$ cat config.mk
export PLATFORM = sky130hd
export DESIGN_NAME = instruction_fetch
export DESIGN_NICKNAME = d
export VERILOG_FILES = /design/src/rtl/instruction_fetch.sv
export SDC_FILE = /design/constraint.sdc
export NUM_CORES = 1
export LEC_CHECK = 0
export ABC_AREA = 0
export BUFFER_PORTS_ARGS = -buffer_cell sky130_fd_sc_hd__buf_2
export CAP_MARGIN = 20
export CORE_MARGIN = 1.5
export CORE_UTILIZATION = 51
export DETAILED_ROUTE_END_ITERATION = 16
export GPL_TIMING_DRIVEN = 0
export PLACE_DENSITY_LB_ADDON = 0.3
export SLEW_MARGIN = 20
export SYNTH_ARGS = -nofsm -noshare
export SYNTH_HDL_FRONTEND = slang
export SYNTH_SLANG_ARGS = --single-unit
export TNS_END_PERCENT = 20
$ cat constraint.sdc
create_clock -name clk -period 2.9 [get_ports clk]
set_clock_uncertainty 0.2 [all_clocks]
set_input_delay 0.435 -clock clk [delete_from_list [all_inputs] [get_ports clk]]
set_output_delay 0.435 -clock clk [all_outputs]
set_load 0.01 [all_outputs]
$ cat src/rtl/instruction_fetch.sv
// instruction_fetch: program-ROM master that holds the PC, fetches one word per
// FETCH cycle into an instruction register and offers it downstream with a
// valid/ready handshake. Supports branch redirects, a sticky halt request and a
// saturating count of retired (handed-off) instructions.
module instruction_fetch #(
  parameter int ADDR_WIDTH = 5,
  parameter int DATA_WIDTH = 32,
  parameter logic [ADDR_WIDTH-1:0] RESET_PC = '0,
  parameter int COUNT_WIDTH = 16
) (
  input  logic                   clk,
  input  logic                   reset,
  output logic [ADDR_WIDTH-1:0]  rom_address,
  output logic                   rom_cs,
  input  logic [DATA_WIDTH-1:0]  rom_data,
  output logic [DATA_WIDTH-1:0]  instr,
  output logic                   instr_valid,
  input  logic                   instr_ready,
  output logic [ADDR_WIDTH-1:0]  pc,
  input  logic                   branch_en,
  input  logic [ADDR_WIDTH-1:0]  branch_target,
  input  logic                   halt,
  output logic                   halted,
  output logic [COUNT_WIDTH-1:0] retired_count
);

  typedef enum logic [1:0] {
    IDLE,
    FETCH,
    VALID,
    HALT
  } state_t;

  state_t                  state;
  state_t                  state_next;
  logic [ADDR_WIDTH-1:0]   pc_next;
  logic                    capture;
  logic                    transfer;
  logic                    halt_pending;
  logic                    halt_pending_next;
  logic                    halt_req;

  // A transfer happens whenever the held instruction is accepted downstream.
  assign transfer = (state == VALID) && instr_ready;

  // A halt may arrive while an instruction is still offered; remember it.
  assign halt_req = halt || halt_pending;

  // The ROM is addressed straight from the PC; status outputs follow the state.
  assign rom_address = pc;
  assign rom_cs      = (state == FETCH);
  assign instr_valid = (state == VALID);
  assign halted      = (state == HALT);

  // Next-state, next-PC and capture decisions for the fetch sequence.
  always_comb begin
    state_next        = state;
    pc_next           = pc;
    capture           = 1'b0;
    halt_pending_next = halt_pending;
    case (state)
      IDLE: begin
        if (branch_en) pc_next = branch_target;
        state_next = halt ? HALT : FETCH;
      end
      FETCH: begin
        if (branch_en) pc_next = branch_target;
        if (halt) begin
          state_next = HALT;
        end else if (branch_en) begin
          state_next = FETCH;
        end else begin
          capture    = 1'b1;
          state_next = VALID;
        end
      end
      VALID: begin
        if (transfer || branch_en) begin
          pc_next    = branch_en ? branch_target : pc + ADDR_WIDTH'(1);
          state_next = halt_req ? HALT : FETCH;
        end else if (halt) begin
          halt_pending_next = 1'b1;
        end
      end
      HALT: begin
        state_next = HALT;
      end
      default: begin
        state_next = IDLE;
      end
    endcase
  end

  // State, PC and pending-halt registers; reset restarts from RESET_PC via IDLE.
  always_ff @(posedge clk or posedge reset) begin
    if (reset) begin
      state        <= IDLE;
      pc           <= RESET_PC;
      halt_pending <= 1'b0;
    end else begin
      state        <= state_next;
      pc           <= pc_next;
      halt_pending <= halt_pending_next;
    end
  end

  // Instruction register: loaded only at the end of an undisturbed FETCH cycle.
  always_ff @(posedge clk or posedge reset) begin
    if (reset) begin
      instr <= '0;
    end else if (capture) begin
      instr <= rom_data;
    end
  end

  // Retired-instruction counter: counts handshakes and sticks at all-ones.
  always_ff @(posedge clk or posedge reset) begin
    if (reset) begin
      retired_count <= '0;
    end else if (transfer && (retired_count != '1)) begin
      retired_count <= retired_count + COUNT_WIDTH'(1);
    end
  end

endmodule
==> results.sh <==
export IMPL_status="complete, no violations"
export IMPL_worstMarginPinSlew_ns=0.661
export IMPL_multiInputGateArea_um2=1020
export IMPL_fin_tns_setup_ns=0
export IMPL_portBuffers=102
export IMPL_worst_r2r_path_depth=5
export IMPL_critPathKind="reg -> reg"
export IMPL_drv_cap=0
export IMPL_hold_buffers=0
export IMPL_grt_first_pass_wirelength_um=8190
export IMPL_wire_per_inst_um=13.4
export IMPL_netlist_area_um2=2510
export IMPL_power_density_nw_per_um2=484
export IMPL_cts_made_buffers=5
export IMPL_syn_avg_cell_area_um2=12.7
export IMPL_root_buffer="clkbuf_8"
export IMPL_clk_pin_slew_ns=0.10
export IMPL_critPathMaxFanout=7
export IMPL_synth_cells=198
export IMPL_tritoncts="done"
export IMPL_die_w_um=73.1
export IMPL_hpwl_um=3740
export IMPL_area_delta_synth_final_pct=28.4
export IMPL_final_cells=375
export IMPL_slew_violations=0
export IMPL_finalSetupViolCount=0
export IMPL_syn_num_nets=242
export IMPL_ys_top_cells_by_area="dfrtp_1 (56%), mux2_2 (15%), xor2_1 (3.1%), nand3_1 (2.2%), a21oi_1 (1.8%)"
export IMPL_nFillCells=370
export IMPL_die_y_um=73.1
export IMPL_start_util=0.531
export IMPL_yosys_cell_types_count=39
export IMPL_max_clock_path_buffers=2
export IMPL_rsz0062_at_grt="no"
export IMPL_ys_ff_latch=56
export IMPL_final_antenna_net_count=0
export IMPL_cts_sinks=56
export IMPL_r2r_start="retired_count[0]"
export IMPL_postCtsSetupRepairBufs=0
export IMPL_netlist_area_leader_share=0.559
export IMPL_yosys_warnings=0
export IMPL_holdWs_ns=0.00863
export IMPL_grt_antenna_before_repair=0
export IMPL_slew_headroom=0.560
export IMPL_ff_latch_area_um2=1400
export IMPL_drtIter0Drc=89
export IMPL_grt_overflow_total=0
export IMPL_drive_above_1_share=0.532
export IMPL_seq_area_frac_synth=0.559
export IMPL_final_nets=351
export IMPL_dieArea_um2=5350
export IMPL_htree_num_levels=2
export IMPL_antennaDiodeCount=0
export IMPL_gp_congestion=0.839
export IMPL_worstSkewPairLatency_ns=0.31
export IMPL_required_ns=2.91
export IMPL_core_um2=4720
export IMPL_io_pins=103
export IMPL_vias=1905
export IMPL_r2r_slack_ns=0.83
export IMPL_via_per_inst=5.08
export IMPL_placementRows=25
export IMPL_power_leakage_nw=1.79
export IMPL_crit_path_end_kind="register"
export IMPL_r2r_end="retired_count[1]"
export IMPL_start_kind="register"
export IMPL_first_pass_iters=4
export IMPL_crit_arrival_ns=2.08
export IMPL_drc=0
export IMPL_fin_crit_sh=0.714
export IMPL_wl_um=5010
export IMPL_cts_resized=0
export IMPL_dp_cells=367
export IMPL_yosys_area_top_type="dfrtp_1"
export IMPL_grt_pass1_vias=1867
export IMPL_grt_max_degree=57
export IMPL_hold_class="in -> async"
export IMPL_peakVddDrop_mv=0.365
export IMPL_grt_util_all_layers=0.199
export IMPL_hold_violations=0
export IMPL_max_freq_ghz=0.483
export IMPL_final_min_clock_period_ns=2.07
-- stage by stage --
stage	total power (W)	area [µm²]	util	worst slack (ns)
2_1_floorplan	0.000959	2510	-	0.894
3_3_place_gp	0.00105	3100	0.657	0.218
3_5_place_dp	0.00105	3110	0.657	0.821
4_1_cts	0.00158	3220	0.682	0.807
5_1_grt	0.00163	3220	0.682	0.674
6_report	0.00156	3220	0.682	0.828
-- final cells by class --
| cell class | instances | share of cell area |
|---|---|---|
| buffer | 9 | 0.0237 |
| clock buffer | 5 | 0.0214 |
| clock inverter | 3 | 0.0144 |
| inverter | 3 | 0.00427 |
| multi-input combinational | 130 | 0.317 |
| sequential | 56 | 0.435 |
| tap | 67 | 0.0260 |
| timing repair buffer | 102 | 0.159 |
-- worst max-delay path by stage --
stage / start / endpoint / slack (ns) / depth (start not counted)
2_1_floorplan: reset / halt_pending / 0.89 / 1
3_3_place_gp: reset / instr[14] / 0.22 / 2
3_5_place_dp: retired_count[0] / retired_count[1] / 0.82 / 5
4_1_cts: retired_count[0] / retired_count[1] / 0.81 / 5
5_1_grt: retired_count[0] / retired_count[1] / 0.67 / 5
6_report: retired_count[0] / retired_count[1] / 0.83 / 5
-- synthesized netlist by cell type (all sizes together) --
master   n
dfrtp   56
mux2    35
nand3   11
a21oi    9
buf      9
xor2     9
nand2    8
nor2     8
nor3     8
o21ai    6
nand4    4
nor4     4
and3     3
inv      3
nand2b   3
nor3b    3
xnor2    3
ha       2
nor2b    2
or3      2
a211o    1
a21boi   1
a21o     1
and2     1
and2b    1
and4     1
mux2i    1
nand4b   1
o21ba    1
o21bai   1
-- cell usage in the layout (no fill, tap or decap), types with 5 or more instances in the layout --
cell / instances
a21oi_1: 9
buf_2: 103
buf_4: 5
clkbuf_8: 5
dfrtp_1: 56
mux2_2: 34
nand2_1: 8
nand3_1: 11
nor2_1: 7
nor3_1: 8
o21ai_0: 6
xor2_1: 9
-- routing by layer --
| metal | GRT usage | vias to the layer above | wire, µm |
|---|---|---|---|
| li1 | - | 916 | - |
| met1 | 0.229 | 928 | 2060 |
| met2 | 0.356 | 52 | 2600 |
| met3 | 0.0539 | 9 | 272 |
| met4 | 0.0629 | 0 | 78 |
| met5 | 0 | - | 0 |
-- sequential cells by signal, indices dropped and copies added, names as in the netlist --
name and count:
state 2, instr 32, retired_count 16, halt_pending 1, pc 5
-- report_power, final --
part / switching, W / total [W] / internal, W
Combinational: 0.0000868 / 0.000185 / 0.0000984
Sequential: 0.0000332 / 0.000850 / 0.000816
Clock: 0.000264 / 0.000524 / 0.000260
-- worst max-delay path, cell delays in order (launching register included) --
cell and delay, ns:
dfrtp_1 0.44, ha_1 0.19, nand3_1 0.25, nor4_4 0.48, nor2_2 0.09, mux2_4 0.30
-- cells by family (layout without fill, tap and decap cells) --
logic type | count (synthesis) | count (layout) | synth area share
buf+inv | 12 | 122 | 0.0349
fa+ha+maj | 2 | 2 | 0.00997
mux | 36 | 36 | 0.163
compound gates | 20 | 20 | 0.0464
simple gates | 60 | 60 | 0.146
xor+xnor | 12 | 12 | 0.0419
flops | 56 | 56 | 0.559
(Power assumes the default switching activity.)
